**src/rtl/micro_sequencer_pkg.sv**
```systemverilog
// micro_sequencer_pkg.sv
// Shared types and constants for the micro-program sequencer: state
// encoding, microcode condition-field encodings and default widths.
// The CALL/RET aliases only take effect when MICRO_SEQ_CALL_EN is defined.

package micro_pkg;

    localparam int DEF_AW  = 16;
    localparam int DEF_OPW = 51;

    typedef enum logic [1:0] {
        IDLE = 2'b00,
        RUN  = 2'b01,
        WAIT = 2'b10
    } state_t;

    // Condition field meaning when BT=1
    localparam logic [1:0] COND_ALWAYS = 2'b00;
    localparam logic [1:0] COND_Z      = 2'b01;
    localparam logic [1:0] COND_NZ     = 2'b10;
    localparam logic [1:0] COND_WAIT   = 2'b11;

    // Condition field meaning when BT=0 (subroutine support build only)
    localparam logic [1:0] COND_CALL   = 2'b01;
    localparam logic [1:0] COND_RET    = 2'b10;

endpackage

```
**src/rtl/micro_sequencer_if.sv**
```systemverilog
// micro_sequencer_if.sv
// Bundles the host handshake, datapath flags and the microcode memory
// fields seen by the sequencer. The master side is the sequencer itself;
// the slave side is the surrounding core (host, datapath, microcode ROM).

interface micro_sequencer_if #(
    parameter int AW  = 16,
    parameter int OPW = 51
);
    // host handshake
    logic           start;
    logic           busy;
    logic           done;
    // datapath flags
    logic           z_flag;
    logic           mem_rdy;
    // microcode memory
    logic [AW-1:0]  upc;
    logic [1:0]     condition;
    logic           BT;
    logic [AW-1:0]  jump_addr;
    logic [OPW-1:0] OPs;
    // registered control word to the datapath
    logic [OPW-1:0] ops_q;

    modport master (
        input  start, z_flag, mem_rdy, condition, BT, jump_addr, OPs,
        output upc, ops_q, busy, done
    );

    modport slave (
        output start, z_flag, mem_rdy, condition, BT, jump_addr, OPs,
        input  upc, ops_q, busy, done
    );
endinterface

```
**src/rtl/micro_sequencer_next_addr.sv**
```systemverilog
// micro_sequencer_next_addr.sv
// Combinational next-address and branch decision for the micro-PC.
// Reports halt (unconditional jump to itself) and wait-stall separately
// so the sequencer FSM can change state; it holds no state of its own.
// MICRO_SEQ_CALL_EN adds CALL/RET decoding on BT=0 words.

module micro_next_addr
    import micro_pkg::*;
#(
    parameter int AW = DEF_AW
) (
    input  logic [AW-1:0] upc,
    input  logic [1:0]    condition,
    input  logic          bt,
    input  logic [AW-1:0] jump_addr,
    input  logic          z_flag,
    input  logic          mem_rdy,
`ifdef MICRO_SEQ_CALL_EN
    input  logic [AW-1:0] ret_addr,
    output logic          push_ret,
`endif
    output logic [AW-1:0] next_upc,
    output logic          halt,
    output logic          wait_stall
);

    logic [AW-1:0] upc_inc;

    // Sequential successor wraps naturally at 2^AW
    assign upc_inc = upc + AW'(1);

    // Branch resolution from the current micro-word fields
    always_comb begin
        next_upc   = upc_inc;
        halt       = 1'b0;
        wait_stall = 1'b0;
`ifdef MICRO_SEQ_CALL_EN
        push_ret   = 1'b0;
`endif
        if (bt) begin
            case (condition)
                COND_ALWAYS: begin
                    next_upc = jump_addr;
                    halt     = (jump_addr == upc);
                end
                COND_Z: begin
                    if (z_flag) next_upc = jump_addr;
                end
                COND_NZ: begin
                    if (!z_flag) next_upc = jump_addr;
                end
                default: begin
                    // COND_WAIT: either go now or stall on this word
                    if (mem_rdy) begin
                        next_upc = jump_addr;
                    end else begin
                        next_upc   = upc;
                        wait_stall = 1'b1;
                    end
                end
            endcase
        end
`ifdef MICRO_SEQ_CALL_EN
        else begin
            case (condition)
                COND_CALL: begin
                    next_upc = jump_addr;
                    push_ret = 1'b1;
                end
                COND_RET: begin
                    next_upc = ret_addr;
                end
                default: begin
                    next_upc = upc_inc;
                end
            endcase
        end
`endif
    end

endmodule

```
**src/rtl/micro_sequencer.sv**
```systemverilog
// micro_sequencer.sv
// Micro-program sequencer for the matrix-multiplication core. Owns the
// micro-PC addressing the combinational microcode, registers the control
// word for the datapath and runs a start/done handshake with the host.
// Optional feature macro: MICRO_SEQ_CALL_EN (one-entry return register
// with CALL/RET on BT=0 words).

module micro_sequencer
    import micro_pkg::*;
#(
    parameter int            AW         = DEF_AW,
    parameter int            OPW        = DEF_OPW,
    parameter logic [AW-1:0] START_ADDR = '0
) (
    input  logic              clk,
    input  logic              rst_n,
    micro_sequencer_if.master bus
);

    state_t          state_reg, state_next;
    logic [AW-1:0]   upc_reg,   upc_next;
    logic [OPW-1:0]  ops_q_reg, ops_q_next;
    logic            done_reg,  done_next;

    logic [AW-1:0]   next_upc;
    logic            halt;
    logic            wait_stall;

`ifdef MICRO_SEQ_CALL_EN
    logic [AW-1:0]   ret_reg;
    logic            push_ret;
`endif

    micro_next_addr #(
        .AW(AW)
    ) u_next_addr (
        .upc        (upc_reg),
        .condition  (bus.condition),
        .bt         (bus.BT),
        .jump_addr  (bus.jump_addr),
        .z_flag     (bus.z_flag),
        .mem_rdy    (bus.mem_rdy),
`ifdef MICRO_SEQ_CALL_EN
        .ret_addr   (ret_reg),
        .push_ret   (push_ret),
`endif
        .next_upc   (next_upc),
        .halt       (halt),
        .wait_stall (wait_stall)
    );

    // State, micro-PC, control word and done pulse registers
    always_ff @(posedge clk or negedge rst_n) begin
        if (!rst_n) begin
            state_reg <= IDLE;
            upc_reg   <= '0;
            ops_q_reg <= '0;
            done_reg  <= 1'b0;
        end else begin
            state_reg <= state_next;
            upc_reg   <= upc_next;
            ops_q_reg <= ops_q_next;
            done_reg  <= done_next;
        end
    end

`ifdef MICRO_SEQ_CALL_EN
    // Return register captures the word after a CALL
    always_ff @(posedge clk or negedge rst_n) begin
        if (!rst_n) begin
            ret_reg <= '0;
        end else if (state_reg == RUN && push_ret) begin
            ret_reg <= upc_reg + AW'(1);
        end
    end
`endif

    // Next-state, next micro-PC and control-word selection
    always_comb begin
        state_next = state_reg;
        upc_next   = upc_reg;
        ops_q_next = '0;
        done_next  = 1'b0;
        case (state_reg)
            IDLE: begin
                if (bus.start) begin
                    state_next = RUN;
                    upc_next   = START_ADDR;
                end
            end
            RUN: begin
                ops_q_next = bus.OPs;
                if (halt) begin
                    state_next = IDLE;
                    upc_next   = '0;
                    done_next  = 1'b1;
                end else if (wait_stall) begin
                    state_next = WAIT;
                end else begin
                    upc_next = next_upc;
                end
            end
            WAIT: begin
                // ops_q stays zero so the waiting word is not re-executed
                if (bus.mem_rdy) begin
                    state_next = RUN;
                    upc_next   = bus.jump_addr;
                end
            end
            default: begin
                state_next = IDLE;
                upc_next   = '0;
            end
        endcase
    end

    assign bus.upc   = upc_reg;
    assign bus.ops_q = ops_q_reg;
    assign bus.busy  = (state_reg != IDLE);
    assign bus.done  = done_reg;

endmodule
```
**src/flat_wrapper.sv**
```systemverilog
// flat-port wrapper written by rule: the top's interface ports become plain ports
module micro_sequencer_flat import micro_pkg::*;
#(
    parameter int            AW         = DEF_AW,
    parameter int            OPW        = DEF_OPW,
    parameter logic [AW-1:0] START_ADDR = '0
)
  (clk, rst_n, bus_start, bus_z_flag, bus_mem_rdy, bus_condition, bus_BT, bus_jump_addr, bus_OPs, bus_upc, bus_ops_q, bus_busy, bus_done);
  micro_sequencer_if #(.AW(AW), .OPW(OPW)) bus_i ();
  input  logic clk;
  input  logic rst_n;
  input wire logic [$bits(bus_i.start)-1:0] bus_start;
  input wire logic [$bits(bus_i.z_flag)-1:0] bus_z_flag;
  input wire logic [$bits(bus_i.mem_rdy)-1:0] bus_mem_rdy;
  input wire logic [$bits(bus_i.condition)-1:0] bus_condition;
  input wire logic [$bits(bus_i.BT)-1:0] bus_BT;
  input wire logic [$bits(bus_i.jump_addr)-1:0] bus_jump_addr;
  input wire logic [$bits(bus_i.OPs)-1:0] bus_OPs;
  output wire logic [$bits(bus_i.upc)-1:0] bus_upc;
  output wire logic [$bits(bus_i.ops_q)-1:0] bus_ops_q;
  output wire logic [$bits(bus_i.busy)-1:0] bus_busy;
  output wire logic [$bits(bus_i.done)-1:0] bus_done;
  assign bus_i.start = bus_start;
  assign bus_i.z_flag = bus_z_flag;
  assign bus_i.mem_rdy = bus_mem_rdy;
  assign bus_i.condition = bus_condition;
  assign bus_i.BT = bus_BT;
  assign bus_i.jump_addr = bus_jump_addr;
  assign bus_i.OPs = bus_OPs;
  assign bus_upc = bus_i.upc;
  assign bus_ops_q = bus_i.ops_q;
  assign bus_busy = bus_i.busy;
  assign bus_done = bus_i.done;
  micro_sequencer #(.AW(AW), .OPW(OPW), .START_ADDR(START_ADDR)) u_core (.clk(clk), .rst_n(rst_n), .bus(bus_i));
endmodule
```
**config.mk**
```make
export PLATFORM = sky130hd
export DESIGN_NAME = micro_sequencer_flat
export DESIGN_NICKNAME = d
export VERILOG_FILES = /design/src/rtl/micro_sequencer_pkg.sv /design/src/rtl/micro_sequencer_if.sv /design/src/rtl/micro_sequencer_next_addr.sv /design/src/rtl/micro_sequencer.sv /design/src/flat_wrapper.sv
export SDC_FILE = /design/constraint.sdc
export NUM_CORES = 1
export LEC_CHECK = 0
export ABC_CLOCK_PERIOD_IN_PS = 3450
export CORE_MARGIN = 2
export CORE_UTILIZATION = 43
export DETAILED_ROUTE_END_ITERATION = 12
export PLACE_DENSITY = 0.8
export RECOVER_POWER = 100
export SYNTH_ARGS = -nofsm -noshare
export SYNTH_HDL_FRONTEND = slang
export SYNTH_HIERARCHICAL = 1
export SYNTH_SLANG_ARGS = --single-unit
```
**constraint.sdc**
```tcl
create_clock -name clk -period 3.45 [get_ports clk]
set_input_delay 0.69 -clock clk [delete_from_list [all_inputs] [get_ports clk]]
set_output_delay 0.69 -clock clk [all_outputs]
set_load 0.05 [all_outputs]
```
==> insert_results.sql <==
INSERT INTO impl_metrics (metric_group, metric, value, unit) VALUES
('clock_network', 'cts_tree', 'done', ''),
('critical_path', 'timing.critical_path.slowest_cell_delay', '0.72', 'ns'),
('global_route', 'grt_pass1_vias', '3165', ''),
('hold_path', 'worstHoldPathCells', '2', ''),
('hold_path', 'hold_class', 'reg -> reg', ''),
('layout', 'drive_gt1_share', '9.48', '%'),
('critical_path', 'cp.depth', '7', ''),
('timing', 'skew', '0.0108', 'ns'),
('critical_path', 'critPathSlowestCell', 'sky130_fd_sc_hd__dlygate4sd3_1', ''),
('critical_path', 'critPathMaxFanout', '19', ''),
('drt', 'initialDrtViolationCount', '138', ''),
('pwr', 'share_clk_of_total_power', '16.9', '%'),
('synthesis', 'count_of_unique_library_cells_instantiated_by_yosys', '47', ''),
('layout', 'flow.area_growth_from_synthesis', '49.3', '%'),
('pwr', 'seq_power_share', '29.8', '%'),
('critical_path', 'cpLargestDelayFamily', 'compound AO/OA/AOI/OAI gates', ''),
('placement', 'dp.final_hpwl', '7.09', 'mm'),
('pwr', 'max-vdd-ir-drop', '0.434', 'mV'),
('critical_path', 'register_to_register_setup_slack', '0.81', 'ns'),
('clock_network', 'cts_num_sinks', '70', ''),
('critical_path', 'timing.critical_path.required', '3.67', 'ns'),
('global_route', 'first_pass_grt_wire_length', '15.2', 'mm'),
('synthesis', 'synthesis.yosys.warnings', '6', ''),
('critical_path', 'critPathLaunchType', 'input pin', ''),
('floorplanning', 'core', '8090', 'µm²'),
('pwr', 'leak_pwr', '2.48', 'nW'),
('timing', 'setup_viol', '0', ''),
('global_route', 'grt_max_degree', '71', ''),
('job', 'max-cap-violations', '2', ''),
('global_route', 'grt.total_usage', '22.5', '%'),
('placement', 'placed_cells_incl_taps', '554', ''),
('timing', 'finalCriticalPeriod', '3.06', 'ns'),
('clock_network', 'post-cts-setup-buffers', '0', ''),
('floorplanning', 'initial_core_util', '43.6', '%'),
('drt', 'avgRoutedWirePerCell', '16.8', 'µm'),
('timing', 'setup_total_negative_slack', '0', 'ns'),
('status', 'outcome', 'complete, but fails checks', ''),
('floorplanning', 'chipHeight', '94.6', 'µm'),
('timing', 'timing_max_transition_violations_final', '124', ''),
('timing', 'timing_worst_slew_pin_value', '1.70', 'ns'),
('layout', 'fin_cells', '569', ''),
('pwr', 'p_comb_share', '53.4', '%'),
('layout', 'mostFrequentLayoutCells', '72 x sky130_fd_sc_hd__clkdlybuf4s50_1, 70 x sky130_fd_sc_hd__dlygate4sd3_1, 70 x sky130_fd_sc_hd__dfrtp_1', ''),
('synthesis', 'postSynthCellCount', '315', ''),
('clock_network', 'ctsRootBufferMaster', 'sky130_fd_sc_hd__clkbuf_8', ''),
('clock_network', 'path_clk_slew', '0.08', 'ns'),
('timing', 'max_clock_freq', '327', 'MHz'),
('synthesis', 'netlist_area', '3530', 'µm²'),
('drt', 'pre_antenna_drt_iters', '5', ''),
('critical_path', 'startpoint_of_the_most_critical_setup_path', 'bus_condition[1]', ''),
('clock_network', 'ctsResizeCount', '0', ''),
('drt', 'detailed_route_wire_length', '9.57', 'mm'),
('critical_path', 'worstSetupPathType', 'in -> reg', ''),
('critical_path', 'buf_inv_on_cp', '1', ''),
('hold_path', 'holdCritStartpoint', 'u_core/state_reg[1]', ''),
('synthesis', 'sequential_share_of_the_synthesized_area', '49.7', '%'),
('critical_path', 'critical_path.reg2reg.startpoint', 'u_core/bus.upc[10]', ''),
('layout', 'largest_reg_flops', '51', ''),
('critical_path', 'cp_cell_sequence', 'dlygate4sd3_1 -> or3b_1 -> and3_1 -> o21ai_0 -> a221o_1 -> a32o_1 -> mux2_2', ''),
('drt', 'drc_errors', '0', ''),
('floorplanning', 'io_pins', '144', ''),
('pwr', 'internal-power', '2.28', 'mW'),
('global_route', 'gr-total-overflow', '0', ''),
('pwr', 'p_sw', '2.02', 'mW'),
('clock_network', 'h_tree_depth_reported_by_cts', '3', ''),
('drt', 'avgViaCountPerCell', '5.29', ''),
('synthesis', 'ys_ff_latch', '70', ''),
('floorplanning', 'fp.dieW', '94.6', 'µm'),
('clock_network', 'worst_skew_pair.late_latency', '0.33', 'ns'),
('status', 'violated_checks', 'max-capacitance violations, max-slew violations', ''),
('placement', 'gpl.final_weighted_congestion', '0.844', '');
==> per-stage QoR <==
| stage | cell area (µm²) | setup slack [ns] | hold WS, ns | total power [mW] | util (%) |
|---|---|---|---|---|---|
| 2_1_floorplan | 3530 | 0.591 | 0.394 | 2.87 | - |
| 3_3_place_gp | 5070 | 0.183 | 0.614 | 3.67 | 62.6 |
| 3_5_place_dp | 5070 | 0.118 | 0.628 | 3.71 | 62.6 |
| 4_1_cts | 5290 | 0.474 | 0.354 | 4.45 | 65.3 |
| 5_1_grt | 5260 | 0.154 | 0.682 | 4.53 | 65.0 |
| 6_report | 5260 | 0.392 | 0.635 | 4.29 | 65.0 |
==> worst paths after layout <==
| check | endpoint |
|---|---|
| worst max register to register | u_core/bus.upc[9] |
| max in group asynchronous | u_core/bus.upc[9] |
| worst min register to register | u_core/state_reg[1] |
| worst max-delay path | u_core/bus.upc[12] |
| worst min-delay path | u_core/state_reg[1] |
| min in group asynchronous | u_core/bus.upc[2] |
==> cell type report <==
cell class,count,area (µm²)
tap,105,131
clock buffer,10,138
multi-input combinational,213,1600
clock inverter,5,82.6
fill,669,2830
inverter,12,45.0
sequential,70,1750
timing repair buffer,154,1510
==> power by group through the flow <==
stage / clock network, mW / registers [mW] / logic (mW)
final: 0.724 / 1.28 / 2.29
after global routing: 0.785 / 1.32 / 2.43
after CTS: 0.746 / 1.29 / 2.41
after detailed placement: 0 / 1.31 / 2.40
after global placement: 0 / 1.30 / 2.38
after floorplan: 0 / 2.12 / 0.747
==> kinds of logic after synthesis <==
kind of cell	Yosys count	synth area share, %
AOI/OAI and AO/OA	57	13.4
xor gates and xnor gates	18	4.47
adders and majority gates	6	2.13
buffers and inverters	32	4.83
DFF	70	49.7
muxes	19	6.00
and+or+nand+nor	113	19.5
==> cell usage after synthesis (all sizes together) <==
library cell / instances / share of area, %
nand2: 8 / 0.85
a21oi: 2 / 0.28
a22o: 1 / 0.25
nor3b: 7 / 1.5
mux2: 17 / 5.4
o22ai: 1 / 0.18
and3: 6 / 1.1
o21bai: 1 / 0.21
mux2i: 2 / 0.57
ha: 6 / 2.1
dfrtp: 70 / 50
clkbuf: 10 / 1.1
or4: 2 / 0.43
nand4b: 1 / 0.25
a221o: 7 / 2.0
nand3b: 1 / 0.21
nand3: 9 / 1.3
or3: 1 / 0.18
a211oi: 1 / 0.57
o32ai: 1 / 0.25
nand4: 5 / 0.89
buf: 10 / 2.5
a221oi: 1 / 0.25
nor2b: 3 / 0.53
o31ai: 2 / 0.43
a31oi: 1 / 0.18
a32o: 16 / 4.5
a21boi: 1 / 0.21
or3b: 2 / 0.50
nor2: 2 / 0.21
and2: 53 / 9.4
xor2: 17 / 4.2
o311ai: 2 / 0.50
xnor2: 1 / 0.25
nor4: 8 / 1.4
o211a: 2 / 0.57
a22oi: 4 / 0.85
a222oi: 1 / 0.28
o21ai: 13 / 1.8
inv: 12 / 1.3
nor4b: 1 / 0.25
nor3: 4 / 0.57
==> per-layer routing <==
layer | track usage (%) | up-vias | share of wire [%]
met5 | 0 | - | 0
li1 | - | 1424 | -
met4 | 10.3 | 0 | 2.4
met2 | 37.7 | 155 | 48
met3 | 8.78 | 15 | 11
met1 | 25.3 | 1417 | 38
==> tightest hold or removal path, cell delays in order, from the launching register on <==
cell and delay, ns:
sky130_fd_sc_hd__dfrtp_1 0.37, sky130_fd_sc_hd__inv_1 0.09, sky130_fd_sc_hd__o32ai_1 0.12
Note: power is estimated with default switching activity, not from simulation.
